$ cat config.mk
export PLATFORM = sky130hd
export DESIGN_NAME = intr_sched_flat
export DESIGN_NICKNAME = d
export VERILOG_FILES = /design/src/rtl/intr_sched_pkg.sv /design/src/rtl/intr_sched_if.sv /design/src/rtl/intr_sched_prio_enc.sv /design/src/rtl/intr_sched.sv /design/src/flat_wrapper.sv
export SDC_FILE = /design/constraint.sdc
export NUM_CORES = 1
export LEC_CHECK = 0
export CORE_ASPECT_RATIO = 0.6
export CORE_MARGIN = 5
export CORE_UTILIZATION = 45
export DETAILED_ROUTE_END_ITERATION = 8
export PLACE_DENSITY = 0.81
export SLEW_MARGIN = 20
export SYNTH_ARGS = -nofsm -noshare
export SYNTH_HDL_FRONTEND = slang
export SYNTH_HIERARCHICAL = 1
export SYNTH_SLANG_ARGS = --single-unit
$ cat constraint.sdc
create_clock -name clk -period 1.8 [get_ports clk]
set_input_delay 0.36 -clock clk [delete_from_list [all_inputs] [get_ports clk]]
set_output_delay 0.36 -clock clk [all_outputs]
set_load 0.01 [all_outputs]
$ cat src/rtl/intr_sched_pkg.sv
// Shared types and limits for the interrupt scheduler.
// Also holds a helper that sizes source-id fields.
package intr_sched_pkg;

  localparam int INTR_NSRC_MAX = 16;

  typedef enum logic [1:0] {
    IS_IDLE    = 2'd0,
    IS_ISSUE   = 2'd1,
    IS_SERVICE = 2'd2
  } INTR_STATE;

  // Width of a source-id field; kept at least 1 bit so NSRC=1 still has a port.
  function automatic int id_width(input int n);
    return (n > 1) ? $clog2(n) : 1;
  endfunction

endpackage

$ cat src/rtl/intr_sched_if.sv
// Signal bundle between the core/peripherals and the interrupt scheduler.
// master = core and peripheral side, slave = scheduler.
interface intr_sched_if
  import intr_sched_pkg::*;
#(
  parameter int NSRC = 4
);

  localparam int IDW = id_width(NSRC);

  // Handshake: the scheduler raises icall for exactly one cycle, and only when
  // boundary and intr_en were high in the cycle before it. After that, busy stays
  // high until the core pulses ack for one cycle or the watchdog fires. An ack
  // is only honoured while the scheduler is in service.
  logic [NSRC-1:0] src_req;
  logic            mask_we;
  logic [NSRC-1:0] mask_wdata;
  logic            intr_en;
  logic            boundary;
  logic            ack;
  logic            icall;
  logic [IDW-1:0]  irq_id;
  logic            busy;
  logic [NSRC-1:0] pending;
  logic            timeout;
  INTR_STATE       dbg_state;

  modport master (
    output src_req, mask_we, mask_wdata, intr_en, boundary, ack,
    input  icall, irq_id, busy, pending, timeout, dbg_state
  );

  modport slave (
    input  src_req, mask_we, mask_wdata, intr_en, boundary, ack,
    output icall, irq_id, busy, pending, timeout, dbg_state
  );

endinterface

$ cat src/rtl/intr_sched_prio_enc.sv
// Combinational fixed-priority encoder. The lowest set index wins.
// valid is low and idx is 0 when no request bit is set.
module prio_enc #(
  parameter int N  = 4,
  parameter int IW = (N > 1) ? $clog2(N) : 1
) (
  input  logic [N-1:0]  req,
  output logic          valid,
  output logic [IW-1:0] idx
);

  // Scanning from the top down lets the lowest set index overwrite the others.
  always_comb begin
    valid = 1'b0;
    idx   = '0;
    for (int i = N - 1; i >= 0; i--) begin
      if (req[i]) begin
        valid = 1'b1;
        idx   = IW'(i);
      end
    end
  end

endmodule

$ cat src/rtl/intr_sched.sv
// Interrupt scheduler: edge-detects source requests, picks one by fixed priority,
// issues an ICALL at an instruction boundary and holds it until ACK or watchdog.
module intr_sched
  import intr_sched_pkg::*;
#(
  parameter int NSRC        = 4,
  parameter int ACK_TIMEOUT = 1024
) (
  input logic        clk,
  input logic        rst_n,
  intr_sched_if.slave bus
);

  localparam int IDW = id_width(NSRC);
  localparam int CW  = $clog2(ACK_TIMEOUT);
  localparam logic [CW-1:0] CNT_LAST = CW'(ACK_TIMEOUT - 1);

  INTR_STATE       state, state_n;
  logic [NSRC-1:0] pending_r, pending_n;
  logic [NSRC-1:0] mask_r;
  logic [NSRC-1:0] src_prev;
  logic [NSRC-1:0] rise;
  logic [NSRC-1:0] eligible;
  logic [CW-1:0]   cnt, cnt_n;
  logic [IDW-1:0]  irq_id_r, irq_id_n;
  logic [IDW-1:0]  enc_idx;
  logic            enc_valid;
  logic            timeout_r, timeout_n;

  assign rise     = bus.src_req & ~src_prev;
  assign eligible = pending_r & mask_r;

  prio_enc #(.N(NSRC), .IW(IDW)) u_prio_enc (
    .req   (eligible),
    .valid (enc_valid),
    .idx   (enc_idx)
  );

  always_comb begin
    state_n   = state;
    pending_n = pending_r;
    cnt_n     = cnt;
    irq_id_n  = irq_id_r;
    timeout_n = timeout_r;
    case (state)
      IS_IDLE: begin
        if (enc_valid && bus.intr_en && bus.boundary) begin
          state_n  = IS_ISSUE;
          irq_id_n = enc_idx;
        end
      end
      IS_ISSUE: begin
        state_n = IS_SERVICE;
        cnt_n   = '0;
      end
      IS_SERVICE: begin
        if (bus.ack) begin
          pending_n[irq_id_r] = 1'b0;
          state_n             = IS_IDLE;
        end else if (cnt == CNT_LAST) begin
          timeout_n = 1'b1;
          state_n   = IS_IDLE;
        end else begin
          cnt_n = cnt + CW'(1);
        end
      end
      default: state_n = IS_IDLE;
    endcase
    // A new edge is applied after the ack clear, so a same-cycle request re-pends.
    pending_n = pending_n | rise;
  end

  always_ff @(posedge clk) begin
    if (!rst_n) begin
      state     <= IS_IDLE;
      pending_r <= '0;
      mask_r    <= '0;
      src_prev  <= '0;
      cnt       <= '0;
      irq_id_r  <= '0;
      timeout_r <= 1'b0;
    end else begin
      state     <= state_n;
      pending_r <= pending_n;
      mask_r    <= bus.mask_we ? bus.mask_wdata : mask_r;
      src_prev  <= bus.src_req;
      cnt       <= cnt_n;
      irq_id_r  <= irq_id_n;
      timeout_r <= timeout_n;
    end
  end

  assign bus.icall     = (state == IS_ISSUE);
  assign bus.busy      = (state != IS_IDLE);
  assign bus.irq_id    = irq_id_r;
  assign bus.pending   = pending_r;
  assign bus.timeout   = timeout_r;
  assign bus.dbg_state = state;

endmodule

$ cat src/flat_wrapper.sv
// flat-port wrapper written by rule: the top's interface ports become plain ports
module intr_sched_flat import intr_sched_pkg::*;
#(
  parameter int NSRC        = 4,
  parameter int ACK_TIMEOUT = 1024
)
  (clk, rst_n, bus_src_req, bus_mask_we, bus_mask_wdata, bus_intr_en, bus_boundary, bus_ack, bus_icall, bus_irq_id, bus_busy, bus_pending, bus_timeout, bus_dbg_state);
  intr_sched_if #(.NSRC(NSRC)) bus_i ();
  input logic clk;
  input logic rst_n;
  input wire logic [$bits(bus_i.src_req)-1:0] bus_src_req;
  input wire logic [$bits(bus_i.mask_we)-1:0] bus_mask_we;
  input wire logic [$bits(bus_i.mask_wdata)-1:0] bus_mask_wdata;
  input wire logic [$bits(bus_i.intr_en)-1:0] bus_intr_en;
  input wire logic [$bits(bus_i.boundary)-1:0] bus_boundary;
  input wire logic [$bits(bus_i.ack)-1:0] bus_ack;
  output wire logic [$bits(bus_i.icall)-1:0] bus_icall;
  output wire logic [$bits(bus_i.irq_id)-1:0] bus_irq_id;
  output wire logic [$bits(bus_i.busy)-1:0] bus_busy;
  output wire logic [$bits(bus_i.pending)-1:0] bus_pending;
  output wire logic [$bits(bus_i.timeout)-1:0] bus_timeout;
  output wire logic [$bits(bus_i.dbg_state)-1:0] bus_dbg_state;
  assign bus_i.src_req = bus_src_req;
  assign bus_i.mask_we = bus_mask_we;
  assign bus_i.mask_wdata = bus_mask_wdata;
  assign bus_i.intr_en = bus_intr_en;
  assign bus_i.boundary = bus_boundary;
  assign bus_i.ack = bus_ack;
  assign bus_icall = bus_i.icall;
  assign bus_irq_id = bus_i.irq_id;
  assign bus_busy = bus_i.busy;
  assign bus_pending = bus_i.pending;
  assign bus_timeout = bus_i.timeout;
  assign bus_dbg_state = bus_i.dbg_state;
  intr_sched #(.NSRC(NSRC), .ACK_TIMEOUT(ACK_TIMEOUT)) u_core (.clk(clk), .rst_n(rst_n), .bus(bus_i));
endmodule
==> results.sh <==
export IMPL_status="finished, final reports clean"
export IMPL_drtIter0Drc=92
export IMPL_synthTopCellsByArea="dfxtp_1, mux2i_1, a21oi_1, and2_1, nand3_1"
export IMPL_start_kind="flop"
export IMPL_antenna_found_initial=0
export IMPL_max_vdd_ir_drop_uv=555.7
export IMPL_hold_viol=0
export IMPL_hold_depth=2
export IMPL_synth_async_reset_ratio=0
export IMPL_drc=0
export IMPL_numPortBuffers=24
export IMPL_postCtsHoldBufs=0
export IMPL_fmax_mhz=578.8
export IMPL_start_util=0.4793
export IMPL_wirelength_um=3155
export IMPL_clk_latency_ns=0.27
export IMPL_setup_violations=0
export IMPL_fin_skew_ns=0.003156
export IMPL_setup_tns_final_ns=0
export IMPL_grt_overflow=0
export IMPL_final_antenna_net_count=0
export IMPL_max_slew_margin=0.6611
export IMPL_num_vias=1154
export IMPL_synthTopCellsByCount="dfxtp_1, nor2_1, a21oi_1, inv_1, nand3_1"
export IMPL_dp_hpwl_um=2443
export IMPL_syn_nets=152
export IMPL_slew_viol_final=0
export IMPL_cts_buffers_inserted=3
export IMPL_worstHoldStart="u_core/src_prev[1]"
export IMPL_min_to="u_core/bus.pending[1]"
export IMPL_wl_per_cell_um=15.47
export IMPL_power_density_nw_per_um2=669.4
export IMPL_grt_pass1_vias=1088
export IMPL_yosysSeqAreaShare=0.4440
export IMPL_grt_usage=0.1664
export IMPL_endpoint_kind="output port"
export IMPL_fin_crit_sh=0.9599
export IMPL_fillers=218
export IMPL_worst_r2r_endpoint="u_core/cnt[7]"
export IMPL_postSynthCellCount=137
export IMPL_pre_cts_slack_ns=-0.1625
export IMPL_fp_coreArea_um2=2540
export IMPL_fp_row_count=14
export IMPL_p_leak_uw=0.0006192
export IMPL_synth_warnings=6
export IMPL_synth_top_area_cell="dfxtp_1"
export IMPL_drive_above_1_share=0.1337
export IMPL_die_w_um=77.15
export IMPL_synth_edf_count=0
export IMPL_grt_pass1_wl_um=5264
export IMPL_worst_r2r_cell_count=6
export IMPL_clockRootBuffer="clkbuf_8"
export IMPL_grt_max_degree=17
export IMPL_n_antenna_cell=0
export IMPL_finalWorstSetupSlack_ns=0.07215
export IMPL_ys_seq_elements=27
export IMPL_syn_avg_cell_area_um2=8.886
export IMPL_cp_required_ns=1.44
export IMPL_hp_class="reg -> reg"
export IMPL_clock_path_buffers=2
export IMPL_via_per_inst=5.657
export IMPL_ios=25
export IMPL_cts_setup_buffers=0
export IMPL_netlist_area_um2=1217
export IMPL_maxCapViolations=0
export IMPL_cts_tree="done"
export IMPL_rsz0062_at_grt="no"
export IMPL_critical_path_class="reg -> out"
export IMPL_post_route_min_period_ns=1.728
export IMPL_r2r_start="u_core/cnt[5]"
export IMPL_post_synth_top_count_cell="dfxtp_1"
export IMPL_cp_arrival_ns=1.37
export IMPL_rrSetupSlack_ns=0.16
export IMPL_synth_top_flop_cell="dfxtp_1"
export IMPL_gp_congestion=0.8729
export IMPL_clkTransAtPathRegs_ns=0.09
export IMPL_tightestPinTransition_ns=0.5073
export IMPL_syn_to_final_growth_pct=33.30
export IMPL_cts_resized=1
export IMPL_dieHeight_um=50.29
export IMPL_die_area_um2=3880
export IMPL_drt_pass1_iter_count=4
export IMPL_yosysTopAreaCellShare=0.4440
export IMPL_nNetsFinal=188
export IMPL_ys_types=36
export IMPL_path_max_fanout=4
export IMPL_clock_sinks=27
export IMPL_htreeDepth=1
==> how the worst max path moves through the flow <==
stage | from | to | slack (ns) | depth (start not counted)
floorplan | u_core/cnt[0] | u_core/cnt[7] | 0.24 | 6
global placement | bus_ack | u_core/cnt[6] | -0.04 | 6
detailed placement | bus_ack | u_core/cnt[2] | -0.16 | 6
CTS | u_core/bus.dbg_state[0] | bus_busy | 0.04 | 4
global route | u_core/bus.dbg_state[0] | bus_busy | 0.02 | 4
finish | u_core/bus.dbg_state[0] | bus_busy | 0.07 | 4
==> layout make-up <==
type                    count  area [um2]  area share
clock inverters             1       7.507    0.004626
well taps                  32       40.04     0.02467
flip-flops and latches     27       540.5      0.3331
repair buffers             37       336.6      0.2074
inverters                   9       33.78     0.02082
multi-input cells          95       623.1      0.3840
clock buffers               3       41.29     0.02544
==> kinds of logic after synthesis <==
family / after synthesis / share of synthesized area
flops: 27 / 0.4440
mux: 7 / 0.05756
simple gates: 57 / 0.2641
fa+ha+maj: 1 / 0.01028
compound gates: 30 / 0.1706
buf+inv: 15 / 0.05343
==> per-stage QoR <==
stage	instance area, um2	hold WS, ns	total power (uW)	instances	utilization
2_1_floorplan	1217	0.4515	686.2	137	-
5_1_grt	1623	0.5250	1133	204	0.6389
4_1_cts	1612	0.4986	1092	204	0.6345
6_report	1623	0.4930	1086	204	0.6389
3_3_place_gp	1564	0.4683	751.7	200	0.6158
3_5_place_dp	1564	0.4666	755.4	200	0.6158
==> cell usage in the layout, fill, tap and decap left out, types with 2 or more instances in the layout <==
cell type	n
nor3_1	3
a21oi_1	10
buf_4	13
o31ai_1	3
or2b_1	2
o21ai_0	4
clkdlybuf4s50_1	23
mux2i_1	7
nor2_1	10
nand3_1	9
o211ai_1	2
dfxtp_1	27
inv_1	9
clkbuf_8	3
nand2b_1	6
nand4_1	6
and2_1	8
nand2_1	6
==> worst max-delay path: stages (launching register included) <==
cell and delay [ns]:
dfxtp_1 0.34, buf_4 0.14, nor2_2 0.05, inv_1 0.05
clkdlybuf4s50_1 0.52
==> registers in the layout, summed over array words and instances (netlist names) <==
name	cells
u_core/mask_r	4
u_core/bus.timeout	1
u_core/bus.irq_id	2
u_core/cnt	10
u_core/bus.dbg_state	2
u_core/bus.pending	4
u_core/src_prev	4
==> where the power goes <==
group / switching (uW) / internal [uW]
Combinational: 49.8 / 67.5
Sequential: 9.09 / 615
Clock: 188 / 157
Total: 247 / 840
==> metal layers <==
| metal | up-vias | routed length (um) | GRT usage |
|---|---|---|---|
| met4 | 0 | 44 | 0.05143 |
| met5 | - | 0 | 0 |
| met1 | 525 | 1414 | 0.2255 |
| met3 | 6 | 296 | 0.06071 |
| li1 | 558 | - | - |
| met2 | 65 | 1400 | 0.2472 |
Note: power is estimated with default switching activity, not from simulation.
